[src/rtl/mips_pkg.sv]
// Shared MIPS pipeline definitions: datapath defaults and access-width codes.
package mips_pkg;

    localparam int NB_DATA_DEF = 32;
    localparam int NB_ADDR_DEF = 5;

    localparam logic [1:0] WIDTH_BYTE = 2'b00;
    localparam logic [1:0] WIDTH_HALF = 2'b01;
    localparam logic [1:0] WIDTH_WORD = 2'b10;

    // Byte enables for an aligned access at the given lane.
    function automatic logic [3:0] lane_be(input logic [1:0] width,
                                           input logic [1:0] lane);
        logic [3:0] be;
        be = 4'b0000;
        unique case (1'b1)
            width[1]:              be = 4'b1111;
            (width == WIDTH_HALF): be = lane[1] ? 4'b1100 : 4'b0011;
            default:               be = 4'b0001 << lane;
        endcase
        return be;
    endfunction

endpackage

[src/rtl/mem_stage_if.sv]
// EX/MEM inputs and MEM/WB outputs of the memory stage.
// MEM_STAGE_DEBUG_PORT_EN adds the debug word-read port.
interface mem_stage_if #(
    parameter int NB_DATA   = 32,
    parameter int NB_ADDR   = 5,
    parameter int MEM_WORDS = 64
);
    localparam int AW = $clog2(MEM_WORDS);

    logic               i_step;
    logic               i_mem2reg;
    logic               i_memRead;
    logic               i_memWrite;
    logic               i_regWrite;
    logic [1:0]         i_width;
    logic               i_sign_flag;
    logic [NB_ADDR-1:0] i_write_reg;
    logic [NB_DATA-1:0] i_data4Mem;
    logic [NB_DATA-1:0] i_result;
    logic               o_mem2reg;
    logic               o_regWrite;
    logic [NB_ADDR-1:0] o_write_reg;
    logic [NB_DATA-1:0] o_read_data;
    logic [NB_DATA-1:0] o_alu_result;
    logic               o_misaligned;
    logic [NB_DATA-1:0] o_wb_data;
`ifdef MEM_STAGE_DEBUG_PORT_EN
    logic [AW-1:0]      i_dbg_addr;
    logic [NB_DATA-1:0] o_dbg_word;
`endif

    modport master (
`ifdef MEM_STAGE_DEBUG_PORT_EN
        output i_dbg_addr,
        input  o_dbg_word,
`endif
        output i_step, i_mem2reg, i_memRead, i_memWrite, i_regWrite,
        output i_width, i_sign_flag, i_write_reg, i_data4Mem, i_result,
        input  o_mem2reg, o_regWrite, o_write_reg, o_read_data,
        input  o_alu_result, o_misaligned, o_wb_data
    );

    modport slave (
`ifdef MEM_STAGE_DEBUG_PORT_EN
        input  i_dbg_addr,
        output o_dbg_word,
`endif
        input  i_step, i_mem2reg, i_memRead, i_memWrite, i_regWrite,
        input  i_width, i_sign_flag, i_write_reg, i_data4Mem, i_result,
        output o_mem2reg, o_regWrite, o_write_reg, o_read_data,
        output o_alu_result, o_misaligned, o_wb_data
    );

endinterface

[src/rtl/mem_stage_data_memory.sv]
// Byte-writable word RAM, synchronous read-before-write port.
// MEM_STAGE_DEBUG_PORT_EN adds an asynchronous debug read port.
module data_memory #(
    parameter int MEM_WORDS = 64,
    parameter int AW        = $clog2(MEM_WORDS)
) (
    input  logic          clk,
    input  logic          en_i,
    input  logic [3:0]    we_i,
    input  logic [AW-1:0] addr_i,
    input  logic [31:0]   wdata_i,
`ifdef MEM_STAGE_DEBUG_PORT_EN
    input  logic [AW-1:0] dbg_addr_i,
    output logic [31:0]   dbg_word_o,
`endif
    output logic [31:0]   rdata_o
);

    logic [31:0] mem_q [MEM_WORDS];
    logic [31:0] rdata_q;

    always_ff @(posedge clk) begin
        if (en_i) begin
            rdata_q <= mem_q[addr_i];
            for (int b = 0; b < 4; b++) begin
                if (we_i[b]) mem_q[addr_i][8*b +: 8] <= wdata_i[8*b +: 8];
            end
        end
    end

    assign rdata_o = rdata_q;

`ifdef MEM_STAGE_DEBUG_PORT_EN
    assign dbg_word_o = mem_q[dbg_addr_i];
`endif

endmodule

[src/rtl/mem_stage.sv]
// MIPS memory-access stage: loads/stores and the MEM/WB register.
// MEM_STAGE_DEBUG_PORT_EN exposes a debug memory read port.
module mem_stage
    import mips_pkg::*;
#(
    parameter int NB_DATA   = NB_DATA_DEF,
    parameter int NB_ADDR   = NB_ADDR_DEF,
    parameter int MEM_WORDS = 64
) (
    input logic        clk,
    input logic        i_reset,
    mem_stage_if.slave bus
);

    localparam int AW = $clog2(MEM_WORDS);

    logic [AW+1:0]      addr;
    logic [1:0]         lane;
    logic               mis;
    logic [3:0]         we;
    logic [31:0]        wdata;
    logic [31:0]        rdata;
    logic               mem_en;

    logic               mem2reg_q,  mem2reg_d;
    logic               regwr_q,    regwr_d;
    logic [NB_ADDR-1:0] wreg_q,     wreg_d;
    logic [NB_DATA-1:0] alu_q,      alu_d;
    logic               mis_q,      mis_d;
    logic               rd_ok_q,    rd_ok_d;
    logic [1:0]         width_q,    width_d;
    logic               sign_q,     sign_d;
    logic [1:0]         lane_q,     lane_d;

    logic [31:0]        shifted;
    logic [31:0]        ext;

    assign addr = bus.i_result[AW+1:0];
    assign lane = addr[1:0];

    always_comb begin
        mis = 1'b0;
        if (bus.i_memRead || bus.i_memWrite) begin
            unique case (1'b1)
                bus.i_width[1]:              mis = |lane;
                (bus.i_width == WIDTH_HALF): mis = lane[0];
                default:                     mis = 1'b0;
            endcase
        end
    end

    always_comb begin
        wdata = bus.i_data4Mem[31:0];
        unique case (1'b1)
            bus.i_width[1]:              wdata = bus.i_data4Mem[31:0];
            (bus.i_width == WIDTH_HALF): wdata = {2{bus.i_data4Mem[15:0]}};
            default:                     wdata = {4{bus.i_data4Mem[7:0]}};
        endcase
    end

    // A store seen while reset is held is dropped.
    assign mem_en = bus.i_step && i_reset;
    assign we = (mem_en && bus.i_memWrite && !mis)
              ? lane_be(bus.i_width, lane) : 4'b0000;

    data_memory #(
        .MEM_WORDS (MEM_WORDS)
    ) u_dmem (
        .clk        (clk),
        .en_i       (mem_en),
        .we_i       (we),
        .addr_i     (addr[AW+1:2]),
        .wdata_i    (wdata),
`ifdef MEM_STAGE_DEBUG_PORT_EN
        .dbg_addr_i (bus.i_dbg_addr),
        .dbg_word_o (bus.o_dbg_word),
`endif
        .rdata_o    (rdata)
    );

    assign mem2reg_d = bus.i_mem2reg;
    assign regwr_d   = bus.i_regWrite && !(bus.i_memRead && mis);
    assign wreg_d    = bus.i_write_reg;
    assign alu_d     = bus.i_result;
    assign mis_d     = mis;
    assign rd_ok_d   = bus.i_memRead && !mis;
    assign width_d   = bus.i_width;
    assign sign_d    = bus.i_sign_flag;
    assign lane_d    = lane;

    always_ff @(posedge clk or negedge i_reset) begin
        if (!i_reset) begin
            mem2reg_q <= 1'b0;
            regwr_q   <= 1'b0;
            wreg_q    <= '0;
            alu_q     <= '0;
            mis_q     <= 1'b0;
            rd_ok_q   <= 1'b0;
            width_q   <= 2'b00;
            sign_q    <= 1'b0;
            lane_q    <= 2'b00;
        end else if (bus.i_step) begin
            mem2reg_q <= mem2reg_d;
            regwr_q   <= regwr_d;
            wreg_q    <= wreg_d;
            alu_q     <= alu_d;
            mis_q     <= mis_d;
            rd_ok_q   <= rd_ok_d;
            width_q   <= width_d;
            sign_q    <= sign_d;
            lane_q    <= lane_d;
        end
    end

    // Lane select and extension act on the word captured at the load edge.
    always_comb begin
        shifted = rdata >> {lane_q, 3'b000};
        ext     = rdata;
        unique case (1'b1)
            width_q[1]:
                ext = rdata;
            (width_q == WIDTH_HALF):
                ext = {{16{sign_q & shifted[15]}}, shifted[15:0]};
            default:
                ext = {{24{sign_q & shifted[7]}}, shifted[7:0]};
        endcase
    end

    assign bus.o_mem2reg    = mem2reg_q;
    assign bus.o_regWrite   = regwr_q;
    assign bus.o_write_reg  = wreg_q;
    assign bus.o_alu_result = alu_q;
    assign bus.o_misaligned = mis_q;
    assign bus.o_read_data  = rd_ok_q ? NB_DATA'(ext) : '0;
    assign bus.o_wb_data    = mem2reg_q ? bus.o_read_data : alu_q;

endmodule
[src/flat_wrapper.sv]
// flat-port wrapper written by rule: the top's interface ports become plain ports
module mem_stage_flat import mips_pkg::*;
#(
    parameter int NB_DATA   = NB_DATA_DEF,
    parameter int NB_ADDR   = NB_ADDR_DEF,
    parameter int MEM_WORDS = 64
)
  (clk, i_reset, bus_i_step, bus_i_mem2reg, bus_i_memRead, bus_i_memWrite, bus_i_regWrite, bus_i_width, bus_i_sign_flag, bus_i_write_reg, bus_i_data4Mem, bus_i_result, bus_o_mem2reg, bus_o_regWrite, bus_o_write_reg, bus_o_read_data, bus_o_alu_result, bus_o_misaligned, bus_o_wb_data);
  mem_stage_if #(.NB_DATA(NB_DATA), .NB_ADDR(NB_ADDR), .MEM_WORDS(MEM_WORDS)) bus_i ();
  input logic clk;
  input logic i_reset;
  input wire logic [$bits(bus_i.i_step)-1:0] bus_i_step;
  input wire logic [$bits(bus_i.i_mem2reg)-1:0] bus_i_mem2reg;
  input wire logic [$bits(bus_i.i_memRead)-1:0] bus_i_memRead;
  input wire logic [$bits(bus_i.i_memWrite)-1:0] bus_i_memWrite;
  input wire logic [$bits(bus_i.i_regWrite)-1:0] bus_i_regWrite;
  input wire logic [$bits(bus_i.i_width)-1:0] bus_i_width;
  input wire logic [$bits(bus_i.i_sign_flag)-1:0] bus_i_sign_flag;
  input wire logic [$bits(bus_i.i_write_reg)-1:0] bus_i_write_reg;
  input wire logic [$bits(bus_i.i_data4Mem)-1:0] bus_i_data4Mem;
  input wire logic [$bits(bus_i.i_result)-1:0] bus_i_result;
  output wire logic [$bits(bus_i.o_mem2reg)-1:0] bus_o_mem2reg;
  output wire logic [$bits(bus_i.o_regWrite)-1:0] bus_o_regWrite;
  output wire logic [$bits(bus_i.o_write_reg)-1:0] bus_o_write_reg;
  output wire logic [$bits(bus_i.o_read_data)-1:0] bus_o_read_data;
  output wire logic [$bits(bus_i.o_alu_result)-1:0] bus_o_alu_result;
  output wire logic [$bits(bus_i.o_misaligned)-1:0] bus_o_misaligned;
  output wire logic [$bits(bus_i.o_wb_data)-1:0] bus_o_wb_data;
  assign bus_i.i_step = bus_i_step;
  assign bus_i.i_mem2reg = bus_i_mem2reg;
  assign bus_i.i_memRead = bus_i_memRead;
  assign bus_i.i_memWrite = bus_i_memWrite;
  assign bus_i.i_regWrite = bus_i_regWrite;
  assign bus_i.i_width = bus_i_width;
  assign bus_i.i_sign_flag = bus_i_sign_flag;
  assign bus_i.i_write_reg = bus_i_write_reg;
  assign bus_i.i_data4Mem = bus_i_data4Mem;
  assign bus_i.i_result = bus_i_result;
  assign bus_o_mem2reg = bus_i.o_mem2reg;
  assign bus_o_regWrite = bus_i.o_regWrite;
  assign bus_o_write_reg = bus_i.o_write_reg;
  assign bus_o_read_data = bus_i.o_read_data;
  assign bus_o_alu_result = bus_i.o_alu_result;
  assign bus_o_misaligned = bus_i.o_misaligned;
  assign bus_o_wb_data = bus_i.o_wb_data;
  mem_stage #(.NB_DATA(NB_DATA), .NB_ADDR(NB_ADDR), .MEM_WORDS(MEM_WORDS)) u_core (.clk(clk), .i_reset(i_reset), .bus(bus_i));
endmodule
[config.mk]
export PLATFORM = sky130hd
export DESIGN_NAME = mem_stage_flat
export DESIGN_NICKNAME = d
export VERILOG_FILES = /design/src/rtl/mips_pkg.sv /design/src/rtl/mem_stage_if.sv /design/src/rtl/mem_stage_data_memory.sv /design/src/rtl/mem_stage.sv /design/src/flat_wrapper.sv
export SDC_FILE = /design/constraint.sdc
export NUM_CORES = 2
export LEC_CHECK = 0
export CAP_MARGIN = 20
export CORE_AREA = 5 5 574 576
export DETAILED_ROUTE_END_ITERATION = 10
export DIE_AREA = 0 0 579 581
export GPL_ROUTABILITY_DRIVEN = 0
export PLACE_DENSITY = 0.44
export SETUP_SLACK_MARGIN = 0.15
export SYNTH_ARGS = -nofsm -noshare
export SYNTH_HDL_FRONTEND = slang
export SYNTH_SLANG_ARGS = --single-unit
[constraint.sdc]
create_clock -name clk -period 5.45 [get_ports clk]
set_clock_uncertainty 0.2 [all_clocks]
set_input_delay 0.545 -clock clk [delete_from_list [all_inputs] [get_ports clk]]
set_output_delay 0.545 -clock clk [all_outputs]
set_load 0.03 [all_outputs]
==> results.ini <==
[run_status]
status = finished, final reports clean

[sta]
fmax_ghz = 0.220
final.setup.tns_ns = 0
final_hold_viol_count = 0
rsz0062_at_grt = no
final_max_slew_viol_count = 0
worst_pin_slew_ns = 1.12
timing.final.crit_share = 0.836
min_period_ns = 4.56
setup_viol_count_final = 0
maxSlewHeadroom = 0.256

[global_routing]
grt_max_degree = 87
grt.overflow.total = 0
grt_usage = 0.157
grt_pass1_vias = 45700
antenna_found_initial = 15
grt_pass1_wl_um = 377000

[die]
die_h_um = 581
ioPinCount = 183
die_w_um = 579
core_um2 = 323000
start_util = 0.259
row_count = 209
die_area_um2 = 336000

[yosys]
seq_area_frac_synth = 0.758
async_flop_share = 0.0207
synth_edf_count = 2080
synthTopCellsByArea = edfxtp_1 (74%), mux4_2 (6.8%), mux2i_1 (4.6%)
synth.ff_latch_count = 2124
synth_cells = 4595
synth_top_area_frac = 0.745
syn-cell-area_um2 = 83900
synth_cell_types = 56
synth_flop_cell = edfxtp_1
postSynthAreaPerCell_um2 = 18.3
synth_top_area_cell = edfxtp_1
syn_nets = 4674
yosysWarningCount = 0

[clocking]
cts_max_level = 4
cts_tree = built
clock_path_buffers = 4
clock_latency_ns = 0.91
cts_repair_resize_count = 0
clkTransAtPathRegs_ns = 0.06
cts-buffers-inserted = 230
clock-root-buffer = clkbuf_16
cts.sink_count = 2124

[placement]
place.port_buffers = 182
dpl_cell_area_um2 = 91800
dp.cells = 9033
dpl.hpwl_um = 179000

[routing]
dr.pass1.iters = 5
antenna_left = 0
drc = 0
wire_per_inst_um = 28.9
vias = 45700
via_per_inst = 4.84
drt_iter0_drc = 4615
routed_wirelength_um = 273000

[min_path]
hold_class = in2reg

[setup_path]
slowest_delay_ns = 0.64
endpoint_kind = output port
cp.required_ns = 4.70
critPathKind = reg2out
crit_path_max_fanout = 23
path_buf_inv = 2
crit_slowest_cell = clkdlybuf4s50_1
cp_cell_sequence = buf_4 -> mux4_2 -> o21a_1 -> a21o_1 -> nand2_1 -> nor2_1 -> clkdlybuf4s50_1
cp_top_family = buffers and inverters
startpoint_type = flip-flop
critPathArrivalTime_ns = 3.81

[power]
power-per-cell-area_nw_per_um2 = 364
p_leak_nw = 31.1
vdd_drop_max_v = 0.000260

[finish]
n_fill_cell = 31500
final_cell_area_um2 = 99100
multi_input_area_um2 = 18800
final_common_cell = edfxtp_1
drive_gt1_frac = 0.197
layout.nets = 5024
seq_area_um2 = 63600
final_cells = 9449
final_cell_mix = edfxtp_1 (2080), mux2i_1 (386), nor2_1 (383)
top_register = u_core.u_dmem.mem_q
syn_to_final_growth_pct = 18.2
largest_register_ffs = 2048

[flow_run]
cap_violations = 0

per-layer routing:
metal / vias to the layer above / wire length (um) / GRT usage
met1: 24400 / 122000 / 0.225
met5: - / 13 / 0
met3: 349 / 16600 / 0.0257
met2: 1554 / 126000 / 0.247
met4: 2 / 7630 / 0.0413
li1: 19400 / - / -
final cells by class:
cell class	count	area share
clock buffers	277	0.0603
inverters	29	0.00117
flip-flops and latches	2124	0.641
clock inverters	131	0.0133
repair buffers	436	0.0396
diodes	3	0.0000757
multi-input cells	2124	0.190
well taps	4325	0.0546
what timing repair did:
| item | in CTS | in global routing |
|---|---|---|
| setup buffers | 0 | 0 |
| hold buffers | 5 | 0 |
| endpoints found under the hold margin | 55 | 0 |
report_power, final:
| part | total [W] | internal [W] | leakage [nW] | switching [W] |
|---|---|---|---|---|
| clock | 0.0154 | 0.00891 | 3.55 | 0.00649 |
| sequential | 0.0182 | 0.0181 | 19.1 | 0.0000864 |
| combinational | 0.00250 | 0.000794 | 8.51 | 0.00171 |
cells by family after synthesis:
kind of cell | Yosys count | share of synthesized area
multiplexers | 713 | 0.124
flip-flops | 2124 | 0.758
buffers and inverters | 347 | 0.0198
XOR/XNOR | 3 | 0.000313
AND/OR/NAND/NOR | 711 | 0.0396
AO/OA/AOI/OAI | 697 | 0.0584
stage by stage:
| stage | total power (W) | setup WS [ns] | util | hold slack (ns) |
|---|---|---|---|---|
| 6_report | 0.0361 | 0.895 | 0.307 | 0.0719 |
| 5_1_grt | 0.0372 | 0.703 | 0.307 | 0.0293 |
| 4_1_cts | 0.0365 | 0.815 | 0.307 | 0.00755 |
| 3_5_place_dp | 0.0211 | 0.927 | 0.284 | 0.295 |
| 3_3_place_gp | 0.0210 | 0.899 | 0.284 | 0.292 |
| 2_1_floorplan | 0.0198 | 0.934 | - | 0.0494 |
cells in the mapped netlist (4+ instances only):
cell,n
o21ai_1,5
a21oi_1,81
or3b_2,58
edfxtp_1,2080
nor2b_1,24
dfrtp_1,44
inv_1,27
nor3_2,4
a211oi_1,57
nand2_1,115
mux2_2,74
buf_4,20
a22o_1,58
buf_1,28
o22ai_1,197
o22a_1,32
a221o_1,5
a22oi_1,12
o21ai_0,84
mux2i_1,386
clkbuf_1,137
nand3_1,61
nor2_1,385
buf_2,114
nand4_1,32
mux4_2,253
and2_1,5
buf_6,19
a221oi_1,147
o221a_2,7
final timing paths:
kind,from,end,slack [ns],cells after the start
setup / recovery,u_core.lane_q[0]$_DFFE_PN0P_,bus_o_read_data[29],0.89,7
hold / removal,bus_i_result[17],u_core.bus.o_alu_result[17]$_DFFE_PN0P_,0.07,3
setup reg to reg,u_core.u_dmem.mem_q[51][2]$_DFFE_PP_,u_core.u_dmem.rdata_o[2]$_DFFE_PN_,2.79,6
hold reg to reg,u_core.bus.o_write_reg[4]$_DFFE_PN0P_,u_core.bus.o_write_reg[4]$_DFFE_PN0P_,0.31,1
max in group asynchronous,i_reset,u_core.bus.o_misaligned$_DFFE_PN0P_,4.30,3
min in group asynchronous,i_reset,u_core.bus.o_alu_result[6]$_DFFE_PN0P_,0.22,3
worst register-to-register path, delay by kind of cell, from the launching register on:
kind | cells | cell delay, ns
mux | 2 | 0.76
simple gates | 2 | 0.53
buf+inv | 1 | 0.22
flops | 1 | 0.36
compound gates | 1 | 0.17
Note: power is estimated with default switching activity, not from simulation.
